==> config.mk <==
export PLATFORM = sky130hd
export DESIGN_NAME = taxi_mii_phy_rx_gen
export DESIGN_NICKNAME = d
export VERILOG_FILES = /design/src/rtl/taxi_mii_phy_rx_gen.sv
export SDC_FILE = /design/constraint.sdc
export NUM_CORES = 1
export LEC_CHECK = 0
export CAP_MARGIN = 10
export CORE_MARGIN = 2
export CORE_UTILIZATION = 26
export DETAILED_ROUTE_END_ITERATION = 10
export SLEW_MARGIN = 10
export SYNTH_ARGS = -nofsm -noshare
export SYNTH_HDL_FRONTEND = slang
export SYNTH_SLANG_ARGS = --single-unit
export TNS_END_PERCENT = 1
==> constraint.sdc <==
create_clock -name clk -period 2 [get_ports clk]
set_clock_uncertainty 0.15 [all_clocks]
set_input_delay 0.2 -clock clk [delete_from_list [all_inputs] [get_ports clk]]
set_output_delay 0.2 -clock clk [all_outputs]
set_load 0.05 [all_outputs]
==> src/rtl/taxi_mii_phy_rx_gen.sv <==
// PHY-side MII receive generator: serialises AXI-stream byte frames into preamble/SFD
// followed by low-nibble-first MII RX nibbles, then holds the line idle for the inter-frame gap.
module taxi_mii_phy_rx_gen #(
    parameter int PRE_BYTES  = 8,
    parameter int IFG_CYCLES = 24
) (
    input  logic       clk,
    input  logic       rst,
    input  logic [7:0] s_axis_tdata,
    input  logic       s_axis_tvalid,
    output logic       s_axis_tready,
    input  logic       s_axis_tlast,
    input  logic       s_axis_tuser,
    output logic [3:0] mii_rxd,
    output logic       mii_rx_dv,
    output logic       mii_rx_er,
    output logic       stat_frame,
    output logic       stat_underflow,
    output logic       busy
);

    localparam int IFG_W = $clog2(IFG_CYCLES + 1);
    localparam logic [4:0] PRE_LAST = 5'(2 * PRE_BYTES - 1);
    localparam logic [IFG_W-1:0] IFG_LAST = IFG_W'(IFG_CYCLES - 1);

    typedef enum logic [2:0] {
        ST_IDLE,
        ST_PREAMBLE,
        ST_DATA,
        ST_DROP,
        ST_IFG
    } state_t;

    state_t           state;
    logic [4:0]       pre_cnt;
    logic [IFG_W-1:0] ifg_cnt;
    logic             phase;
    logic [3:0]       hi_nib;
    logic             last_reg;
    logic             user_reg;
    logic             do_load;
    logic             do_uf;

    // A byte moves only on a cycle where s_axis_tvalid and s_axis_tready are both high at the
    // clock edge; tready depends on state (and never on tvalid), and is held low during reset.
    always_comb begin
        s_axis_tready = 1'b0;
        case (state)
            ST_IDLE:     s_axis_tready = (PRE_BYTES == 0);
            ST_PREAMBLE: s_axis_tready = (pre_cnt == PRE_LAST);
            ST_DATA:     s_axis_tready = phase && !last_reg;
            ST_DROP:     s_axis_tready = 1'b1;
            default:     s_axis_tready = 1'b0;
        endcase
        if (rst) s_axis_tready = 1'b0;
    end

    // Every point that asks for a byte either loads one or, if the source is empty, underflows.
    always_comb begin
        do_load = s_axis_tvalid && s_axis_tready && (state != ST_DROP);
        do_uf   = !s_axis_tvalid &&
                  (((state == ST_PREAMBLE) && (pre_cnt == PRE_LAST)) ||
                   ((state == ST_DATA) && phase && !last_reg));
    end

    assign busy = (state != ST_IDLE);

    // MII outputs are loaded on the transition into the state they belong to, so the
    // first preamble nibble appears one cycle after tvalid is seen in IDLE.
    always_ff @(posedge clk or posedge rst) begin
        if (rst) begin
            state          <= ST_IDLE;
            pre_cnt        <= '0;
            ifg_cnt        <= '0;
            phase          <= 1'b0;
            hi_nib         <= '0;
            last_reg       <= 1'b0;
            user_reg       <= 1'b0;
            mii_rxd        <= '0;
            mii_rx_dv      <= 1'b0;
            mii_rx_er      <= 1'b0;
            stat_frame     <= 1'b0;
            stat_underflow <= 1'b0;
        end else begin
            stat_frame     <= 1'b0;
            stat_underflow <= 1'b0;
            if (do_load) begin
                state     <= ST_DATA;
                phase     <= 1'b0;
                hi_nib    <= s_axis_tdata[7:4];
                last_reg  <= s_axis_tlast;
                user_reg  <= s_axis_tuser;
                mii_rxd   <= s_axis_tdata[3:0];
                mii_rx_dv <= 1'b1;
                mii_rx_er <= s_axis_tuser;
            end else if (do_uf) begin
                state          <= ST_DROP;
                mii_rxd        <= 4'h0;
                mii_rx_dv      <= 1'b1;
                mii_rx_er      <= 1'b1;
                stat_underflow <= 1'b1;
            end else begin
                case (state)
                    ST_IDLE: begin
                        mii_rxd   <= 4'h0;
                        mii_rx_dv <= 1'b0;
                        mii_rx_er <= 1'b0;
                        if (s_axis_tvalid) begin
                            state     <= ST_PREAMBLE;
                            pre_cnt   <= '0;
                            mii_rxd   <= 4'h5;
                            mii_rx_dv <= 1'b1;
                        end
                    end
                    ST_PREAMBLE: begin
                        pre_cnt   <= pre_cnt + 5'd1;
                        mii_rxd   <= (pre_cnt + 5'd1 == PRE_LAST) ? 4'hD : 4'h5;
                        mii_rx_dv <= 1'b1;
                        mii_rx_er <= 1'b0;
                    end
                    ST_DATA: begin
                        if (!phase) begin
                            phase     <= 1'b1;
                            mii_rxd   <= hi_nib;
                            mii_rx_er <= user_reg;
                        end else begin
                            // Only the last byte reaches here; others load or underflow.
                            state      <= ST_IFG;
                            ifg_cnt    <= '0;
                            stat_frame <= 1'b1;
                            mii_rxd    <= 4'h0;
                            mii_rx_dv  <= 1'b0;
                            mii_rx_er  <= 1'b0;
                        end
                    end
                    ST_DROP: begin
                        mii_rxd   <= 4'h0;
                        mii_rx_dv <= 1'b0;
                        mii_rx_er <= 1'b0;
                        if (s_axis_tvalid && s_axis_tlast) begin
                            state   <= ST_IFG;
                            ifg_cnt <= '0;
                        end
                    end
                    ST_IFG: begin
                        mii_rxd   <= 4'h0;
                        mii_rx_dv <= 1'b0;
                        mii_rx_er <= 1'b0;
                        if (ifg_cnt == IFG_LAST) begin
                            state <= ST_IDLE;
                        end else begin
                            ifg_cnt <= ifg_cnt + 1'b1;
                        end
                    end
                    default: begin
                        state     <= ST_IDLE;
                        mii_rxd   <= 4'h0;
                        mii_rx_dv <= 1'b0;
                        mii_rx_er <= 1'b0;
                    end
                endcase
            end
        end
    end

endmodule
==> results.json, run 1 <==
{
  "p_per_area_nw_per_um2": 975,
  "netlist_instances": 141,
  "io-pin-count": 23,
  "postSynthAreaPerCell_sq_um": 10.6,
  "path_class": "reg -> out",
  "die-area_sq_um": 6340,
  "grtUsageTotal_pct": 12.7,
  "period_share_pct": 112,
  "yosysUniqueCellTypes": 45,
  "status": "complete, but fails checks",
  "synth-seq-cells": 28,
  "syn_to_final_growth_pct": 47.4,
  "synthesis.area_sq_um": 1490,
  "cts-root-buf": "clkbuf_8",
  "p_leak_nw": 0.994,
  "htree_levels": 1,
  "fillers": 526,
  "gr-total-overflow": 0,
  "antennaDiodeCount": 0,
  "placed_cell_area_sq_um": 1980,
  "switching_share_pct": 34.9,
  "setup_ws_ns": -0.244,
  "wirelength_um": 3570,
  "route.detailed.drc": 0,
  "crit_chain": "ha_2 > and3_4 > ha_4 > nand3b_4 > buf_6 > a21o_1 > a21oi_2 > buf_12",
  "setup_viol": 19,
  "cap_violations": 0,
  "post-place-cells": 257,
  "viasPerCell": 4.59,
  "worst_pin_slew_ns": 0.508,
  "drt_iter0_drc": 125,
  "clockBufferDepth": 2,
  "cts_hold_buf": 0,
  "insertion_delay_ns": 0.28,
  "fin_cells": 266,
  "die_x_um": 79.6,
  "clk_pin_slew_ns": 0.10,
  "net-switching-power_mw": 0.746,
  "relSlewSlack_pct": 66.0,
  "grt_pass1_vias": 1257,
  "ir_drop_mv": 0.345,
  "cts_buffers": 3,
  "hold_class": "in -> async",
  "yosysWarningCount": 0,
  "finalPower_mw": 2.14,
  "path_depth": 8,
  "layout-drive-gt1-share_pct": 34.0,
  "synth_edf_count": 0,
  "crit_buf_inv": 2,
  "core_sq_um": 5510,
  "start_kind": "register",
  "reg2reg_to": "last_reg$_DFFE_PP0P_",
  "antenna_left": 0,
  "worstPathArrival_ns": 1.89,
  "max_stage_delay_ns": 0.37,
  "gp_congestion": 0.808,
  "pwr-share-comb_pct": 40.1,
  "synth_nets": 158,
  "r2r_start": "pre_cnt[1]$_DFFE_PP0P_",
  "violations": "setup timing",
  "largestRegisters": "ifg_cnt (5), pre_cnt (5)",
  "num_rows": 27,
  "post-route-min-period_ns": 2.24,
  "setup_tns_ns": -2.04,
  "slew_viol_final": 0,
  "ys_async_sr_fraction_pct": 100,
  "start_util_pct": 27.0,
  "utilization_pct": 39.8,
  "first_pass_iters": 4,
  "portBuffers": 22,
  "synth_ff_type": "dfrtp_1",
  "clkPwrFrac_pct": 21.0,
  "grt_max_degree": 17,
  "cp_data_required_time_ns": 1.65,
  "hpwlAfterDp_um": 2620,
  "antenna_found_initial": 0,
  "stdcell_area_sq_um": 2190,
  "fmax_mhz": 446,
  "numClockSinks": 28,
  "critPathSlowestCell": "dfrtp_1",
  "p_seq_share_pct": 38.9,
  "finish.net_count": 212,
  "cts_tree": "yes",
  "die_h_um": 79.6,
  "hold_viol": 0,
  "wl_per_cell_um": 13.4,
  "cp_top_family": "compound AO/OA/AOI/OAI gates",
  "rsz0062_at_grt": "true",
  "critPathMaxFanout": 2,
  "p_int_mw": 1.39,
  "yosysSeqAreaShare_pct": 47.1,
  "grt_pass1_wl_um": 6310,
  "vias": 1220,
  "reg2reg_slack_ns": -0.24,
  "reg2reg_depth": 8,
  "end_kind": "output port"
}
-- layout make-up --
cell class / count / area, sq um / area share (%)
Sequential cell: 28 / 701 / 31.9
Clock buffer: 3 / 41.3 / 1.88
Multi-Input combinational cell: 99 / 803 / 36.6
Clock inverter: 1 / 30.0 / 1.37
Tap cell: 72 / 90.1 / 4.11
Timing Repair Buffer: 56 / 502 / 22.9
Inverter: 7 / 26.3 / 1.20
-- how the worst max path moves through the flow --
stage	start	endpoint	slack, ns
global route	pre_cnt[0]$_DFFE_PP0P_	s_axis_tready	-0.37
detailed placement	pre_cnt[1]$_DFFE_PP0P_	last_reg$_DFFE_PP0P_	-0.12
finish	pre_cnt[1]$_DFFE_PP0P_	s_axis_tready	-0.24
floorplan	pre_cnt[0]$_DFFE_PP0P_	hi_nib[0]$_DFFE_PP0P_	-0.17
CTS	pre_cnt[1]$_DFFE_PP0P_	s_axis_tready	-0.29
global placement	pre_cnt[1]$_DFFE_PP0P_	last_reg$_DFFE_PP0P_	-0.07
-- worst min-delay path, delay by kind of cell --
kind,cells,cell delay [ns]
buffers and inverters,3,0.79
-- placed cells by master (no fill, tap or decap), drive strengths merged, types with 2 or more instances in the layout --
cell           count
a211o              2
ha                 4
a21o               3
a211oi             3
o2bb2ai            2
a21oi              3
nor2               9
a22o               2
a22oi              2
nand2             14
clkdlybuf4s50     20
buf               36
and3               2
mux2               7
nand2b             5
xor2               5
nand3              9
o21ai              3
clkbuf             3
o31ai              2
dfrtp             28
inv                7
-- layer usage --
layer	global-route usage [%]	part of all wire (%)
met5	0	0
met4	2.59	0.64
met3	3.05	4.3
met2	20.3	45
met1	17.6	50
-- through the flow --
stage | setup slack [ns] | hold slack (ns)
2_1_floorplan | -0.168 | 0.115
3_3_place_gp | -0.0736 | 0.306
3_5_place_dp | -0.117 | 0.318
4_1_cts | -0.293 | 0.190
5_1_grt | -0.366 | 0.238
6_report | -0.244 | 0.203
-- power groups by stage --
stage	registers, mW	clock network (mW)	logic (mW)
2_1_floorplan	0.905	0	0.413
3_3_place_gp	0.828	0	0.789
3_5_place_dp	0.831	0	0.796
4_1_cts	0.830	0.474	0.824
5_1_grt	0.853	0.490	0.945
6_report	0.832	0.448	0.857
-- cell families after synthesis --
family          count (synthesis)  share of synthesized area (%)
buf+inv                        14                           4.71
compound gates                 31                           17.2
flops                          28                           47.1
xor+xnor                        5                           2.94
mux                             7                           5.30
simple gates                   52                           19.4
fa+ha+maj                       4                           3.36
-- synthesized netlist by cell type (all sizes together) (2+ instances only) --
master | number | share of area, %
a22o | 2 | 1.2
nand2 | 14 | 3.5
a211oi | 3 | 1.5
inv | 7 | 1.8
a211o | 2 | 1.3
o2bb2ai | 2 | 1.2
a21oi | 3 | 1.0
xor2 | 5 | 2.9
nand2b | 5 | 2.1
o21ai | 3 | 1.0
buf | 7 | 2.9
ha | 4 | 3.4
a21o | 3 | 1.5
nor2 | 9 | 2.3
nand3 | 9 | 3.0
mux2 | 7 | 5.3
dfrtp | 28 | 47
a22oi | 2 | 1.0
o31ai | 2 | 1.0
and3 | 2 | 0.84
-- timing repair --
action | 4_1_cts | 5_1_grt
setup endpoints to repair | 21 | 28
endpoints found under the hold margin | 0 | 0
resized for setup | 17 | 8
pin swaps | 8 | 6
setup buffers | 4 | 1
(Power assumes the default switching activity.)
==> run 2: changes to the inputs <==
CORE_ASPECT_RATIO = 1.75   (was not set)
CTS_BUF_LIST = sky130_fd_sc_hd__clkbuf_16   (was not set)
==> results.json, run 2 (synthesized netlist as in run 1, its figures left out) <==
{
  "vias": 1250,
  "slew_viol_final": 0,
  "drt_iter0_drc": 16,
  "portBuffers": 22,
  "cts_buffers": 3,
  "die_x_um": 61.2,
  "num_rows": 36,
  "relSlewSlack_pct": 66.2,
  "grtUsageTotal_pct": 12.3,
  "critPathSlowestCell": "dfrtp_1",
  "grt_pass1_wl_um": 5970,
  "setup_tns_ns": -1.44,
  "stdcell_area_sq_um": 2200,
  "numClockSinks": 28,
  "layout-drive-gt1-share_pct": 32.3,
  "clk_pin_slew_ns": 0.07,
  "hold_viol": 0,
  "syn_to_final_growth_pct": 47.9,
  "setup_ws_ns": -0.191,
  "cap_violations": 0,
  "finish.net_count": 210,
  "viasPerCell": 4.66,
  "gp_congestion": 0.817,
  "gr-total-overflow": 0,
  "cp_data_required_time_ns": 1.65,
  "worst_pin_slew_ns": 0.506,
  "p_int_mw": 1.40,
  "fillers": 535,
  "whs_ns": 0.133,
  "setup_viol": 14,
  "end_kind": "output port",
  "reg2reg_depth": 8,
  "largestRegisters": "ifg_cnt (5), pre_cnt (5)",
  "io-pin-count": 23,
  "grt_max_degree": 26,
  "p_leak_nw": 0.996,
  "wirelength_um": 3590,
  "die_h_um": 104,
  "grt_pass1_vias": 1312,
  "antenna_left": 0,
  "route.detailed.drc": 0,
  "clkPwrFrac_pct": 21.0,
  "p_seq_share_pct": 38.6,
  "cts_tree": "yes",
  "start_kind": "register",
  "antennaDiodeCount": 0,
  "status": "complete, but fails checks",
  "pwr-share-comb_pct": 40.4,
  "violations": "setup timing",
  "start_util_pct": 26.9,
  "final_cell_mix": "28 x dfrtp_1, 27 x buf_4, 20 x clkdlybuf4s50_1",
  "post-route-min-period_ns": 2.19,
  "htree_levels": 1,
  "insertion_delay_ns": 0.26,
  "wl_per_cell_um": 13.4,
  "max_stage_delay_ns": 0.36,
  "period_share_pct": 110,
  "first_pass_iters": 4,
  "hold_class": "in -> async",
  "clockBufferDepth": 2,
  "cts_hold_buf": 0,
  "ir_drop_mv": 0.745,
  "layout_commonest_cell": "dfrtp_1",
  "hpwlAfterDp_um": 2820,
  "critPathMaxFanout": 2,
  "die-area_sq_um": 6370,
  "switching_share_pct": 34.6,
  "worstPathArrival_ns": 1.84,
  "cts-root-buf": "clkbuf_16",
  "core_sq_um": 5540,
  "path_class": "reg -> out",
  "net-switching-power_mw": 0.740,
  "p_per_area_nw_per_um2": 972,
  "fmax_mhz": 456,
  "crit_chain": "ha_2 > and3_4 > ha_4 > nand3b_4 > buf_6 > a21o_1 > a21oi_2 > buf_12",
  "antenna_found_initial": 0,
  "rsz0062_at_grt": "true",
  "placed_cell_area_sq_um": 2020
}
[run 2: timing repair]
item,in CTS,in global routing
pin swaps,7,6
resized for setup,11,8
gates cloned,0,0
setup endpoints to repair,24,23
buffers inserted,2,0
[run 2: final timing paths]
check,to,slack (ns),start
max,s_axis_tready,-0.19,pre_cnt[0]$_DFFE_PP0P_
min,pre_cnt[4]$_DFFE_PP0P_,0.13,rst
max reg2reg,last_reg$_DFFE_PP0P_,-0.19,pre_cnt[0]$_DFFE_PP0P_
min reg2reg,pre_cnt[4]$_DFFE_PP0P_,0.34,pre_cnt[4]$_DFFE_PP0P_
max in group asynchronous,pre_cnt[1]$_DFFE_PP0P_,1.17,rst
min in group clk,pre_cnt[4]$_DFFE_PP0P_,0.34,pre_cnt[4]$_DFFE_PP0P_
[run 2: power by group through the flow]
stage / Combinational (mW) / Sequential [mW] / Clock (mW)
finish: 0.864 / 0.825 / 0.448
global route: 0.948 / 0.842 / 0.479
CTS: 0.855 / 0.825 / 0.461
detailed placement: 0.841 / 0.833 / 0
global placement: 0.827 / 0.831 / 0
floorplan: 0.413 / 0.905 / 0
[run 2: routing by layer]
layer	GRT usage, %	vias to the layer above	part of all wire [%]
li1	-	613	-
met1	13.7	618	38
met2	22.3	15	58
met3	1.24	4	2.2
met4	4.66	0	1.8
met5	0	-	0
[run 2: cell type report]
type	instances	area (sq um)	area share, %
sequential	28	701	31.9
timing repair buffer	54	508	23.1
tap	76	95.1	4.32
multi-input combinational	99	791	35.9
clock inverter	1	3.75	0.171
inverter	7	26.3	1.19
clock buffer	3	75.1	3.41
[run 2: through the flow]
step	setup WS (ns)	cells	utilization, %	total power [mW]
4_1_cts	-0.240	268	39.0	2.14
2_1_floorplan	-0.168	141	-	1.32
3_5_place_dp	-0.162	262	36.5	1.67
3_3_place_gp	-0.122	262	36.5	1.66
6_report	-0.191	268	39.7	2.14
5_1_grt	-0.261	268	39.7	2.27
[run 2: worst max-delay path: cells and delay by family, from the launching register on]
family          cells  cell delay (ns)
fa+ha+maj           2             0.33
compound gates      2             0.35
buf+inv             2             0.28
flops               1             0.36
simple gates        2             0.28
==> run 3: changes to the inputs <==
HOLD_SLACK_MARGIN = 0.05   (was not set)
REMOVE_ABC_BUFFERS = 1   (was not set)
clock period = 2.5 ns   (was 2 ns; I/O delays follow)
==> results.json, run 3 (synthesized netlist as in run 1, its figures left out) <==
{
  "setup_tns_ns": 0,
  "viasPerCell": 4.80,
  "critPathMaxFanout": 5,
  "grtUsageTotal_pct": 11.4,
  "clockBufferDepth": 2,
  "insertion_delay_ns": 0.26,
  "hpwlAfterDp_um": 2580,
  "ir_drop_mv": 0.543,
  "regArea_sq_um": 701,
  "relSlewSlack_pct": 63.9,
  "p_per_area_nw_per_um2": 867,
  "placed_cell_area_sq_um": 1840,
  "gp_congestion": 0.828,
  "fmax_mhz": 421,
  "slew_viol_final": 0,
  "route.detailed.drc": 0,
  "stdcell_area_sq_um": 1960,
  "cts_tree": "yes",
  "die-area_sq_um": 6370,
  "post-place-cells": 240,
  "reg2reg_slack_ns": 0.22,
  "antennaDiodeCount": 0,
  "cp_data_required_time_ns": 2.10,
  "cts-root-buf": "clkbuf_16",
  "hold_viol": 0,
  "antenna_left": 0,
  "max_stage_delay_ns": 0.40,
  "crit_chain": "ha_1 > and3_1 > ha_1 > nand3b_2 > a21o_1 > a21oi_2 > buf_12",
  "fin_cells": 245,
  "reg2reg_to": "pre_cnt[1]$_DFFE_PP0P_",
  "critPathSlowestCell": "dfrtp_1",
  "htree_levels": 1,
  "largestRegisters": "ifg_cnt (5), pre_cnt (5)",
  "crit_top_cell": "ha_1",
  "grt_max_degree": 17,
  "cts_hold_buf": 0,
  "hold_class": "in -> async",
  "io-pin-count": 23,
  "worst_pin_slew_ns": 0.541,
  "core_sq_um": 5540,
  "cap_violations": 0,
  "drt_iter0_drc": 11,
  "multi_input_area_sq_um": 721,
  "status": "completed",
  "clk_pin_slew_ns": 0.07,
  "cts_buffers": 3,
  "whs_ns": 0.322,
  "r2r_start": "pre_cnt[1]$_DFFE_PP0P_",
  "setup_viol": 0,
  "layout-drive-gt1-share_pct": 16.6,
  "finish.net_count": 187,
  "gr-total-overflow": 0,
  "path_class": "reg -> out",
  "die_h_um": 104,
  "antenna_found_initial": 0,
  "first_pass_iters": 4,
  "vias": 1175,
  "syn_to_final_growth_pct": 31.6,
  "num_rows": 36,
  "reg2reg_depth": 7,
  "wl_per_cell_um": 13.6,
  "die_x_um": 61.2,
  "start_kind": "register",
  "fillers": 558,
  "grt_pass1_wl_um": 5480,
  "final_cell_mix": "28 x dfrtp_1, 21 x clkdlybuf4s50_1, 14 x nand2_1",
  "start_util_pct": 26.9,
  "grt_pass1_vias": 1189,
  "period_share_pct": 94.9,
  "numClockSinks": 28,
  "end_kind": "output port",
  "worstPathArrival_ns": 1.97,
  "rsz0062_at_grt": "false",
  "post-route-min-period_ns": 2.37,
  "layout_commonest_cell": "dfrtp_1",
  "wirelength_um": 3340,
  "p_leak_nw": 0.854,
  "portBuffers": 22
}
[run 3: cell types whose count changed in the layout (fill, tap and decap cells not counted), moves of 2 or more]
cell and delta:
ha_1 +2, buf_6 -4, a211oi_1 +2, a211oi_2 -2, buf_4 -19
[run 3: final cells by class]
cell class	count	area share [%]
multi-input cells	99	36.8
flip-flops and latches	28	35.8
repair buffers	31	15.8
well taps	76	4.86
clock buffers	3	3.83
clock inverters	1	1.53
inverters	7	1.34
[run 3: timing repair]
| action | in CTS | in global routing |
|---|---|---|
| hold endpoints to repair | 0 | 0 |
| setup buffers | 0 | 1 |
| gates resized for setup | 0 | 1 |
| setup endpoints to repair | 0 | 1 |
[run 3: worst max path at each step]
stage,start,end,slack [ns],cells past startpoint
6_report,pre_cnt[1]$_DFFE_PP0P_,s_axis_tready,0.13,7
5_1_grt,pre_cnt[1]$_DFFE_PP0P_,s_axis_tready,0.006,7
4_1_cts,pre_cnt[0]$_DFFE_PP0P_,s_axis_tready,0.04,7
3_5_place_dp,pre_cnt[0]$_DFFE_PP0P_,hi_nib[2]$_DFFE_PP0P_,0.23,7
3_3_place_gp,s_axis_tvalid,pre_cnt[1]$_DFFE_PP0P_,0.21,5
2_1_floorplan,pre_cnt[0]$_DFFE_PP0P_,s_axis_tready,0.07,6
[run 3: where the power goes]
group | switching [mW] | internal, mW | leakage [nW]
clock | 0.149 | 0.319 | 0.0511
sequential | 0.104 | 0.573 | 0.358
combinational | 0.313 | 0.240 | 0.445
total | 0.566 | 1.13 | 0.854
[run 3: per-stage QoR]
step | setup WS (ns) | power [mW] | utilization (%)
finish | 0.126 | 1.70 | 35.3
global route | 0.00605 | 1.79 | 35.3
CTS | 0.0421 | 1.70 | 35.1
detailed placement | 0.231 | 1.23 | 33.2
global placement | 0.205 | 1.22 | 33.2
floorplan | 0.0698 | 1.04 | -
[run 3: worst max-delay path: cells and delay by family (launching register included)]
family / cells / cell delay (ns)
compound gates: 2 / 0.43
fa+ha+maj: 2 / 0.40
buf+inv: 1 / 0.16
flops: 1 / 0.40
simple gates: 2 / 0.32
[run 3: routing by layer]
layer,global-route usage (%),wire (um),vias up
li1,-,-,565
met3,0.871,52,7
met5,0,0,-
met2,19.1,1880,14
met4,6.83,112,0
met1,13.2,1290,589
